**src/rtl/timer_pkg.sv**
```systemverilog
// Shared constants for the timer register bank: register map, CTRL field layout,
// mode encodings and the clock-source-off value.
package timer_pkg;

  localparam logic [2:0] ADDR_CTRL     = 3'd0;
  localparam logic [2:0] ADDR_TOP      = 3'd1;
  localparam logic [2:0] ADDR_CNTA     = 3'd2;
  localparam logic [2:0] ADDR_CNTB     = 3'd3;
  localparam logic [2:0] ADDR_IRQ_EN   = 3'd4;
  localparam logic [2:0] ADDR_IRQ_STAT = 3'd5;

  localparam int unsigned CTRL_SRC_LSB  = 0;
  localparam int unsigned CTRL_MODE_LSB = 2;
  localparam int unsigned CTRL_FIELD_W  = 2;

  localparam int unsigned STAT_IRQ_BIT  = 0;
  localparam int unsigned STAT_PEND_BIT = 1;

  typedef enum logic [1:0] {
    MODE_NORMAL = 2'b00,
    MODE_FAST   = 2'b01,
    MODE_PHASE  = 2'b10
  } tmr_mode_e;

  localparam logic [1:0] SRC_OFF = 2'b00;

  // True for the three double-buffered period/compare registers.
  function automatic logic is_buffered(input logic [2:0] a);
    return (a == ADDR_TOP) || (a == ADDR_CNTA) || (a == ADDR_CNTB);
  endfunction

endpackage

```
**src/rtl/timer_irq_edge.sv**
```systemverilog
// Rising-edge detector for the generator's timer_interrupt; one evt per edge
// regardless of pulse width.
module timer_irq_edge
  import timer_pkg::*;
(
  input  logic clk,
  input  logic reset,
  input  logic timer_interrupt,
  output logic evt
);

  logic tmr_q;

  always_ff @(posedge clk) begin
    if (!reset) begin
      tmr_q <= 1'b0;
    end else begin
      tmr_q <= timer_interrupt;
    end
  end

  // tmr_q clears in reset, so a level held across release is seen as an edge.
  assign evt = timer_interrupt & ~tmr_q;

endmodule

```
**src/rtl/timer_reg_bank.sv**
```systemverilog
// Register bank and interrupt front-end for Timer_PWM_Generator.
// Build option: define TIMER_SHADOW_EN for period-boundary shadowing of TOP/CNTA/CNTB.
module timer_reg_bank
  import timer_pkg::*;
#(
  parameter logic [31:0] TOP_RST = 32'hFFFF_FFFF,
  parameter logic [31:0] CNT_RST = 32'd0
) (
  input  logic        clk,
  input  logic        reset,
  input  logic [2:0]  addr,
  input  logic        wr_en,
  input  logic        rd_en,
  input  logic [31:0] wdata,
  output logic [31:0] rdata,
  output logic        rvalid,
  input  logic        timer_interrupt,
  output logic [1:0]  TMR_SRC,
  output logic [1:0]  TMR_MODE,
  output logic [31:0] TIMER_TOP,
  output logic [31:0] PWM_CNTA,
  output logic [31:0] PWM_CNTB,
  output logic        irq
);

  logic        evt;
  logic        wr_ctrl;
  logic        wr_top;
  logic        wr_cnta;
  logic        wr_cntb;
  logic        wr_irq_en;
  logic        w1c_stat;
  logic        irq_en;
  logic        irq_stat;
  logic        irq_stat_nxt;
  logic [31:0] top_rd;
  logic [31:0] cnta_rd;
  logic [31:0] cntb_rd;
  logic        pend_rd;
  logic [31:0] rd_mux;

  timer_irq_edge u_irq_edge (
    .clk             (clk),
    .reset           (reset),
    .timer_interrupt (timer_interrupt),
    .evt             (evt)
  );

  assign wr_ctrl   = wr_en && (addr == ADDR_CTRL);
  assign wr_top    = wr_en && (addr == ADDR_TOP);
  assign wr_cnta   = wr_en && (addr == ADDR_CNTA);
  assign wr_cntb   = wr_en && (addr == ADDR_CNTB);
  assign wr_irq_en = wr_en && (addr == ADDR_IRQ_EN);
  assign w1c_stat  = wr_en && (addr == ADDR_IRQ_STAT) && wdata[STAT_IRQ_BIT];

  always_comb begin
    irq_stat_nxt = irq_stat;
    if (w1c_stat) irq_stat_nxt = 1'b0;
    if (evt)      irq_stat_nxt = 1'b1;
  end

  always_ff @(posedge clk) begin
    if (!reset) begin
      TMR_SRC  <= SRC_OFF;
      TMR_MODE <= MODE_NORMAL;
      irq_en   <= 1'b0;
      irq_stat <= 1'b0;
      irq      <= 1'b0;
      rvalid   <= 1'b0;
      rdata    <= '0;
    end else begin
      if (wr_ctrl) begin
        TMR_SRC  <= wdata[CTRL_SRC_LSB +: CTRL_FIELD_W];
        TMR_MODE <= wdata[CTRL_MODE_LSB +: CTRL_FIELD_W];
      end
      if (wr_irq_en) irq_en <= wdata[0];
      irq_stat <= irq_stat_nxt;
      irq      <= irq_stat & irq_en;
      rvalid   <= rd_en;
      if (rd_en) rdata <= rd_mux;
    end
  end

`ifdef TIMER_SHADOW_EN
  logic [31:0] top_sh;
  logic [31:0] cnta_sh;
  logic [31:0] cntb_sh;
  logic        upd_pend;
  logic        xfer;
  logic        wr_buf;

  assign wr_buf = wr_en && is_buffered(addr);
  assign xfer   = upd_pend && ((TMR_SRC == SRC_OFF) || evt);

  // Transfer reads the shadows before this edge's write lands, so a colliding
  // write leaves upd_pend set for the next boundary.
  always_ff @(posedge clk) begin
    if (!reset) begin
      top_sh    <= TOP_RST;
      cnta_sh   <= CNT_RST;
      cntb_sh   <= CNT_RST;
      TIMER_TOP <= TOP_RST;
      PWM_CNTA  <= CNT_RST;
      PWM_CNTB  <= CNT_RST;
      upd_pend  <= 1'b0;
    end else begin
      if (wr_top)  top_sh  <= wdata;
      if (wr_cnta) cnta_sh <= wdata;
      if (wr_cntb) cntb_sh <= wdata;
      if (xfer) begin
        TIMER_TOP <= top_sh;
        PWM_CNTA  <= cnta_sh;
        PWM_CNTB  <= cntb_sh;
      end
      if (wr_buf) begin
        upd_pend <= 1'b1;
      end else if (xfer) begin
        upd_pend <= 1'b0;
      end
    end
  end

  assign top_rd  = top_sh;
  assign cnta_rd = cnta_sh;
  assign cntb_rd = cntb_sh;
  assign pend_rd = upd_pend;
`else
  always_ff @(posedge clk) begin
    if (!reset) begin
      TIMER_TOP <= TOP_RST;
      PWM_CNTA  <= CNT_RST;
      PWM_CNTB  <= CNT_RST;
    end else begin
      if (wr_top)  TIMER_TOP <= wdata;
      if (wr_cnta) PWM_CNTA  <= wdata;
      if (wr_cntb) PWM_CNTB  <= wdata;
    end
  end

  assign top_rd  = TIMER_TOP;
  assign cnta_rd = PWM_CNTA;
  assign cntb_rd = PWM_CNTB;
  assign pend_rd = 1'b0;
`endif

  always_comb begin
    rd_mux = '0;
    case (addr)
      ADDR_CTRL: begin
        rd_mux[CTRL_SRC_LSB +: CTRL_FIELD_W]  = TMR_SRC;
        rd_mux[CTRL_MODE_LSB +: CTRL_FIELD_W] = TMR_MODE;
      end
      ADDR_TOP:    rd_mux = top_rd;
      ADDR_CNTA:   rd_mux = cnta_rd;
      ADDR_CNTB:   rd_mux = cntb_rd;
      ADDR_IRQ_EN: rd_mux[0] = irq_en;
      ADDR_IRQ_STAT: begin
        rd_mux[STAT_IRQ_BIT]  = irq_stat;
        rd_mux[STAT_PEND_BIT] = pend_rd;
      end
      default:     rd_mux = '0;
    endcase
  end

endmodule

```
**config.mk**
```make
export PLATFORM = sky130hd
export DESIGN_NAME = timer_reg_bank
export DESIGN_NICKNAME = d
export VERILOG_FILES = /design/src/rtl/timer_pkg.sv /design/src/rtl/timer_irq_edge.sv /design/src/rtl/timer_reg_bank.sv
export SDC_FILE = /design/constraint.sdc
export NUM_CORES = 1
export LEC_CHECK = 0
export BUFFER_PORTS_ARGS = -buffer_cell sky130_fd_sc_hd__buf_2
export CAP_MARGIN = 20
export CORE_UTILIZATION = 45
export CTS_CLUSTER_SIZE = 16
export DETAILED_ROUTE_END_ITERATION = 10
export PLACE_DENSITY = 0.71
export SLEW_MARGIN = 30
export SYNTH_ARGS = -nofsm -noshare
export SYNTH_HDL_FRONTEND = slang
export SYNTH_SLANG_ARGS = --single-unit
```
**constraint.sdc**
```tcl
create_clock -name clk -period 2.54 [get_ports clk]
set_clock_uncertainty 0.2 [all_clocks]
set_input_delay 0.508 -clock clk [delete_from_list [all_inputs] [get_ports clk]]
set_output_delay 0.508 -clock clk [all_outputs]
set_load 0.05 [all_outputs]
```
==> qor.csv <==
stage,metric,value,unit
outcome,status,"complete, no violations",
sta,period_minus_slack,1810,ps
cts,root_buffer,clkbuf_16,
global_route,globalRouteTotalUtil,0.256,
worst_setup_path,crit_type,flip-flop to output pin,
cts,postCtsResizedCells,0,
sta,post-route-period-util,0.714,
global_route,grt_max_degree,61,
pwr,p_leak,0.00313,µW
worst_setup_path,end_kind,output pin,
cts,cts_tree,yes,
cts,htree_levels,4,
global_route,grt_pass1_vias,4992,
placed_design,gp_congestion,0.848,
global_route,grt_first_pass_wirelength,25700,µm
floorplanning,core-area,0.0122,mm²
worst_setup_path,cp_top_family,flip-flops,
synth,synth_cell_type_count,42,
sta,finalSetupViolCount,0,
layout,final_cell_mix,"nand2_1 (222), buf_2 (173), dfxtp_1 (137)",
routing,wl_per_cell,16.6,µm
layout,fill_cells,1124,
worst_setup_path,cpPeakStageDelay,390,ps
synth,synthesis.nets,690,
worst_setup_path,cp_num_buf_inv,1,
layout,final_util,0.585,
placed_design,hpwl,11100,µm
synth,syn_area,0.00570,mm²
cts,clockBufferDepth,2,
worst_setup_path,cp-start-kind,flip-flop,
floorplanning,ioPinCount,174,
cts,numCtsBuffers,17,
synth,yosys_warnings,0,
hold_path,hold_path_class,input pin to flip-flop,
layout,seq_area,0.00274,mm²
floorplanning,die-area,0.0131,mm²
sta,drv_slew,0,
synth,ys_seq_area_frac,0.482,
synth,synth_enable_flop_cells,0,
floorplanning,start_util,0.468,
worst_setup_path,cp_max_fo,3,
synth,avgSynthCellArea,8.76,µm²
layout,final_common_cell,nand2_1,
sta,timing.final.ws_setup,727,ps
sta,rsz0062_at_grt,false,
synth,syn_inst,650,
floorplanning,row_count,40,
routing,drtAntennaViolNets,0,
layout,multi_input_area,0.00262,mm²
routing,drt_iter0_markers,326,
layout,area_growth,25.0,%
cts,clkTransAtPathRegs,60,ps
sta,tightest_slew,781,ps
cts,clk_latency,420,ps
cts,cts_sinks,137,
routing,drt-pass1-iter-count,5,
layout,drive_gt1_frac,0.312,
placed_design,port_buffers,173,
worst_setup_path,crit_slowest_cell,dfxtp_1,
worst_setup_path,critical_path_required,1830,ps
synth,async_flop_share,0,
global_route,grt_overflow_total,0,
routing,vias,5257,
routing,drc,0,
cts,cts_hold_buf,0,
flow_run,drv_cap,0,
sta,slew_headroom,0.479,
layout,num-nets-final,847,
global_route,antenna_found_initial,1,
sta,fmax,551,MHz
worst_setup_path,crit_chain,buf_2,
cts,post-cts-setup-buffers,0,
floorplanning,fp.dieW,115,µm
sta,finalHoldViolations,0,
routing,viasPerCell,5.33,
synth,synth_seq_cells,137,
placed_design,pre_cts_slack,405,ps
pwr,power.density,700,mW/mm²
worst_setup_path,arrival,1110,ps
synth,ys.flop_type,dfxtp_1,
routing,wl,16400,µm
floorplanning,die_height,115,µm
pwr,vdd_drop_max,0.000356,V
sta,setup_tns,0,ps
[state kept, by name, indices dropped and copies added (netlist names)]
signal / flops
u_irq_edge.tmr_q: 1
irq: 1
irq_en: 1
PWM_CNTA: 32
TMR_SRC: 2
rdata: 32
irq_stat: 1
rvalid: 1
PWM_CNTB: 32
TIMER_TOP: 32
TMR_MODE: 2
[worst paths after layout]
path / from / end / slack (ps) / cells past startpoint
worst max-delay path: PWM_CNTB[0] / PWM_CNTB[0] / 730 / 1
worst min-delay path: timer_interrupt / u_irq_edge.tmr_q / 120 / 2
worst max register to register: irq_en / rdata[0] / 1260 / 3
worst min register to register: rdata[4] / rdata[4] / 250 / 2
[cells by family (layout without fill, tap and decap cells)]
family,count (synthesis),count (layout),share of synthesized area
AND/OR/NAND/NOR,283,283,0.216
flip-flops,137,137,0.482
AO/OA/AOI/OAI,133,133,0.163
buffers and inverters,57,225,0.0626
multiplexers,40,40,0.0765
other,0,1,0
[synth_stat cells (2+ instances only)]
master	count	area [µm²]
nand2b_1	2	12.5
o22ai_1	3	18.8
nand2_1	222	833
dfxtp_1	137	2740
a21boi_0	32	240
buf_6	8	90.1
a22oi_1	28	210
nand4b_1	2	17.5
nor2b_1	8	50.1
o21a_1	3	22.5
mux2i_1	12	120
o21ai_0	9	45.0
mux2_2	28	315
clkbuf_1	15	56.3
o21ai_1	18	90.1
buf_8	2	30.0
buf_4	9	67.6
nand3_1	33	165
a21boi_1	34	255
nand4bb_1	2	22.5
o21ai_2	2	17.5
buf_2	21	105
[worst register-to-register path, cell delays in order (launching register included)]
cell and delay [ps]:
dfxtp_1 350, or4bb_1 400, o211ai_1 110, a221o_1 170
[power breakdown]
group          internal [µW]  switching (µW)
logic                    182             406
clock network           1280             867
registers               2210            40.6
total                   3670            1310
[layer usage]
layer  GRT usage  share of wire
met1       0.322           0.44
met4       0.114          0.022
met3      0.0603          0.065
met2       0.417           0.47
met5           0              0
[per-stage QoR]
step           area, µm²  total power (µW)  instances  hold WS [ps]
2_1_floorplan       5700              2710        650           258
3_3_place_gp        6620              2870        956           232
3_5_place_dp        6620              2880        956           242
4_1_cts             7120              5000        986          95.8
5_1_grt             7120              5150        987           115
6_report            7120              4980        987           118
[area by class of cell]
type	count	area share
inverter	1	0.000527
clock buffer	26	0.0673
sequential	137	0.385
multi-input combinational	456	0.369
tap	168	0.0295
timing repair buffer	194	0.146
antenna	1	0.000352
clock inverter	4	0.00281
(Power assumes the default switching activity.)
